==> src/rtl/fp16_mul_arbiter.sv <==
// fp16_mul_arbiter: round-robin arbiter that lets four requesters share one
// pipelined fp16 multiplier. Operands are registered to the multiplier; the
// product is captured after LAT+1 wait cycles and held until it is accepted.
module fp16_mul_arbiter #(
    parameter int unsigned LAT = 1
) (
    input  logic        CLK,
    input  logic        RESETn,
    input  logic [3:0]  req_valid,
    output logic [3:0]  req_ready,
    input  logic [63:0] req_a,
    input  logic [63:0] req_b,
    output logic [15:0] mul_a,
    output logic [15:0] mul_b,
    input  logic [15:0] mul_out,
    output logic        rsp_valid,
    input  logic        rsp_ready,
    output logic [15:0] rsp_data,
    output logic [1:0]  rsp_id,
    output logic        busy,
    output logic [7:0]  done_cnt
);

    localparam logic [1:0] S_IDLE = 2'd0;
    localparam logic [1:0] S_WAIT = 2'd1;
    localparam logic [1:0] S_RESP = 2'd2;

    localparam logic [3:0] LAT_CNT = 4'(LAT);

    logic [1:0]  state_q,    state_d;
    logic [1:0]  ptr_q,      ptr_d;
    logic [3:0]  cnt_q,      cnt_d;
    logic [15:0] mul_a_q,    mul_a_d;
    logic [15:0] mul_b_q,    mul_b_d;
    logic [15:0] rsp_data_q, rsp_data_d;
    logic [1:0]  rsp_id_q,   rsp_id_d;
    logic [7:0]  done_cnt_q, done_cnt_d;

    logic        grant_vld;
    logic [1:0]  grant_idx;
    logic [1:0]  scan_idx;
    logic        accept;

    // Round-robin search: first requesting slot at or above ptr, wrapping mod 4
    always_comb begin
        grant_vld = 1'b0;
        grant_idx = '0;
        scan_idx  = '0;
        for (int unsigned j = 0; j < 4; j++) begin
            scan_idx = ptr_q + 2'(j);
            if (!grant_vld && req_valid[scan_idx]) begin
                grant_vld = 1'b1;
                grant_idx = scan_idx;
            end
        end
    end

    // Grants and status are masked while reset is held so nothing leaks out
    always_comb begin
        accept    = RESETn && (state_q == S_IDLE) && grant_vld;
        req_ready = accept ? (4'b0001 << grant_idx) : '0;
        rsp_valid = RESETn && (state_q == S_RESP);
        busy      = RESETn && (state_q != S_IDLE);
    end

    // Next-state logic for the IDLE -> WAIT -> RESP operation sequence
    always_comb begin
        state_d    = state_q;
        ptr_d      = ptr_q;
        cnt_d      = cnt_q;
        mul_a_d    = mul_a_q;
        mul_b_d    = mul_b_q;
        rsp_data_d = rsp_data_q;
        rsp_id_d   = rsp_id_q;
        done_cnt_d = done_cnt_q;
        case (state_q)
            S_IDLE: begin
                if (accept) begin
                    mul_a_d  = req_a[{grant_idx, 4'b0000} +: 16];
                    mul_b_d  = req_b[{grant_idx, 4'b0000} +: 16];
                    rsp_id_d = grant_idx;
                    cnt_d    = LAT_CNT;
                    ptr_d    = grant_idx + 2'd1;
                    state_d  = S_WAIT;
                end
            end
            S_WAIT: begin
                if (cnt_q == '0) begin
                    rsp_data_d = mul_out;
                    state_d    = S_RESP;
                end else begin
                    cnt_d = cnt_q - 4'd1;
                end
            end
            S_RESP: begin
                if (rsp_ready) begin
                    done_cnt_d = done_cnt_q + 8'd1;
                    state_d    = S_IDLE;
                end
            end
            default: state_d = S_IDLE;
        endcase
    end

    // State registers with synchronous active-low reset
    always_ff @(posedge CLK) begin
        if (!RESETn) begin
            state_q    <= S_IDLE;
            ptr_q      <= '0;
            cnt_q      <= '0;
            mul_a_q    <= '0;
            mul_b_q    <= '0;
            rsp_data_q <= '0;
            rsp_id_q   <= '0;
            done_cnt_q <= '0;
        end else begin
            state_q    <= state_d;
            ptr_q      <= ptr_d;
            cnt_q      <= cnt_d;
            mul_a_q    <= mul_a_d;
            mul_b_q    <= mul_b_d;
            rsp_data_q <= rsp_data_d;
            rsp_id_q   <= rsp_id_d;
            done_cnt_q <= done_cnt_d;
        end
    end

    assign mul_a    = mul_a_q;
    assign mul_b    = mul_b_q;
    assign rsp_data = rsp_data_q;
    assign rsp_id   = rsp_id_q;
    assign done_cnt = done_cnt_q;

endmodule

==> config.mk <==
export PLATFORM = sky130hd
export DESIGN_NAME = fp16_mul_arbiter
export DESIGN_NICKNAME = d
export VERILOG_FILES = /design/src/rtl/fp16_mul_arbiter.sv
export SDC_FILE = /design/constraint.sdc
export NUM_CORES = 1
export LEC_CHECK = 0
export ABC_CLOCK_PERIOD_IN_PS = 2400
export CAP_MARGIN = 20
export CORE_ASPECT_RATIO = 2
export CORE_MARGIN = 2
export CORE_UTILIZATION = 37
export DETAILED_ROUTE_END_ITERATION = 16
export GPL_ROUTABILITY_DRIVEN = 0
export MAX_ROUTING_LAYER = met4
export PLACE_DENSITY = 0.84
export SYNTH_ARGS = -nofsm -noshare
export SYNTH_HDL_FRONTEND = slang
export SYNTH_SLANG_ARGS = --single-unit
export TNS_END_PERCENT = 5
==> constraint.sdc <==
create_clock -name CLK -period 2.4 [get_ports CLK]
set_clock_uncertainty 0.15 [all_clocks]
set_input_delay 0.48 -clock CLK [delete_from_list [all_inputs] [get_ports CLK]]
set_output_delay 0.48 -clock CLK [all_outputs]
set_load 0.1 [all_outputs]
==> summary.md <==
| Metric | Value |
|---|---|
| Min Tclk post-route | `2420 ps` |
| Util after Layout | `0.674` |
| CORE AREA | `9260 µm²` |
| Fmax | `413 MHz` |
| # clock sinks | `66` |
| Sw power | `2180 µW` |
| Die area | `10200 µm²` |
| Pwr dens | `822 nW/µm²` |
| Vias | `3775` |
| RSZ-0062 raised after global routing | `true` |
| Rel. slew slack | `0.413` |
| Post-synth EDFFs | `0` |
| Num CTS Buffers | `9` |
| Worst VDD drop | `0.562 mV` |
| Max Slew Vio Count | `0` |
| DR WL/cell | `17.3 µm` |
| Layout Nets | `768` |
| Area contributors post-synth | `dfxtp_1 38%, mux2i_1 15%, nand2_1 6.8%` |
| Yosys warnings | `0` |
| WHS | `296 ps` |
| Outcome | `finished, violations left` |
| GRT Overall Usage | `0.249` |
| Metal2 WL | `7020 µm` |
| WP depth | `8` |
| WP data arrival | `1790 ps` |
| Leakage | `0.00275 µW` |
| Wire length on met1 | `4000 µm` |
| Initial drt markers | `154` |
| # rows | `50` |
| Commonest cells after routing, fill and taps aside | `146 x clkdlybuf4s50_1, 95 x buf_4, 64 x dfxtp_1, 62 x nand2_1, 50 x mux2i_1` |
| Highest routed layer | `met4` |
| CP top delay family | `buffers and inverters` |
| Mean Syn Cell Area | `9.38 µm²` |
| Setup_tns | `-66.0 ps` |
| Hold Path Depth | `2` |
| Failing checks | `negative setup slack` |
| Worst Tran Pin Value | `876 ps` |
| Die X | `72.4 µm` |
| Cell Int Power | `2950 µW` |
| Post-synth cell types | `40` |
| Vias in the first global route | `4077` |
| Crit Path Max Fanout | `5` |
| Syn Nets | `526` |
| Max cap viols | `0` |
| Flops & latches, synth | `66` |
| Clock network fraction of total power | `0.254` |
| Total gr overflow | `0` |
| H-tree depth | `3` |
| Slowest CP cell | `clkdlybuf4s15_2` |
| Die Y | `141 µm` |
| Pin count of the biggest net entering global routing | `34` |
| Synthesized instance count | `369` |
| DRC | `0` |
| Share of layout cells above drive strength 1 | `0.237` |
| Initial Util | `0.374` |
| Cts hold-fix bufs | `0` |
| Max clock buf depth | `2` |
| Final WS setup | `-23.2 ps` |
| CP startpoint kind | `primary input` |
| Most common cell after layout, fill and taps aside | `clkdlybuf4s50_1` |
| Critical Path Sink Type | `output port` |
| Worst Path Class, Setup | `in2out` |
| # IOs | `215` |
| Crit share post-route | `1.01` |
| Synth async-reset ratio | `0` |
| WP data required | `1770 ps` |
| Antenna fix cells | `0` |
| Worst skew pair latency | `330 ps` |
| Critical Path Max Stage Delay | `220 ps` |
| Syn Std Cell Area | `3460 µm²` |
| Crit path buf inv count | `3` |
| Combinational power share | `0.485` |
| Total Wirelength | `12400 µm` |
| Critical path cell sequence | `clkdlybuf4s15_2 -> nor2b_1 -> o21bai_1 -> nand2_2 -> buf_6 -> ha_4 -> and2_4 -> buf_12` |
| DRT antenna net count | `0` |
| 1st-pass router iterations | `4` |
| Synth top area share | `0.382` |
| Post-Place Setup Slack | `-464 ps` |
| Sequential element share of the synthesized area | `0.382` |
| Met3 wire length | `994 µm` |
| IO Port Bufs | `214` |
| Final setup viols | `3` |
| Seq pwr share | `0.262` |
| Root Driver | `clkbuf_16` |
| Area grow syn2layout | `80.2%` |
| First-pass GRT wire length | `19200 µm` |
| Clock Pin Slew Worst Setup and Hold Paths | `60 ps` |
| Hold Path Class | `reg2reg` |
| Reg2reg path depth | `9` |
| Switching share of power | `0.425` |
| Post-detail-place hpwl | `9760 µm` |
| Clock tree from TritonCTS | `built` |
| Primary FF master, synth | `dfxtp_1` |
| Hold Fails Final Rpt | `0` |
| Vias per cell | `5.24` |
| Initial antenna violation count | `0` |
| Area leader, netlist | `dfxtp_1` |
[worst register-to-register path: cells and delay by family, from the launching register on]
kind | cells | cell delay, ps
and+or+nand+nor | 1 | 390
DFF | 1 | 360
muxes | 1 | 210
buffers and inverters | 4 | 610
AOI/OAI and AO/OA | 3 | 430
[worst paths after layout]
check	from	endpoint	slack (ps)
min reg2reg	rsp_id[1]	rsp_id[1]	300
max reg2reg	ptr_q[1]	mul_a[15]	140
max	req_valid[0]	req_ready[1]	-20
min	rsp_id[1]	rsp_id[1]	300
[sequential cells by signal, summed over array words and instances (netlist names)]
signal and cells:
done_cnt 8, mul_b 16, ptr_q 2, cnt_q 4
rsp_id 2, rsp_data 16, state_q 2, mul_a 16
[repair_timing]
action | 4_1_cts | 5_1_grt
resized for setup | 25 | 7
pin swaps | 4 | 3
buffers inserted | 4 | 1
setup endpoints to repair | 22 | 4
[layout make-up]
cell class,count,area [µm²]
repair buffers,258,2460
flip-flops and latches,66,1330
well taps,104,130
inverters,5,23.8
fillers,742,3020
multi-input cells,271,2000
clock inverters,7,70.1
clock buffers,9,225
[logic make-up after synthesis]
family / synth area share
and+or+nand+nor: 0.151
AOI/OAI and AO/OA: 0.189
DFF: 0.382
muxes: 0.173
buffers and inverters: 0.0607
xor gates and xnor gates: 0.0228
adders and majority gates: 0.0217
[power groups by stage]
stage	logic, µW	registers, µW	clock network (µW)
after floorplan	693	2310	0
after global placement	2400	1350	0
after detailed placement	2440	1360	0
after CTS	2480	1340	1330
after global routing	2600	1360	1380
final	2490	1340	1300
[layer usage]
layer | vias to the layer above | GRT usage
li1 | 1807 | -
met1 | 1768 | 0.206
met2 | 163 | 0.484
met3 | 37 | 0.0672
met4 | 0 | 0.120
met5 | - | -
[stage by stage]
step                std cells  total power, µW  instance area [µm²]
CTS                       719             5160                 6200
detailed placement        699             3800                 5840
global route              720             5330                 6240
finish                    720             5130                 6240
global placement          699             3760                 5840
floorplan                 369             3000                 3470
[synthesized netlist by cell type, types with 5 or more instances]
library cell,count
nor2_1,5
o221ai_1,8
mux2i_1,51
xnor2_1,5
o21ai_1,21
nand2_1,63
ha_1,6
buf_2,6
buf_6,7
clkbuf_1,10
and2_1,13
dfxtp_1,66
a21boi_0,18
mux2_1,8
o21ai_0,5
a2bb2oi_1,24
a31oi_1,8
No activity file was read; power rests on OpenSTA's default activity.
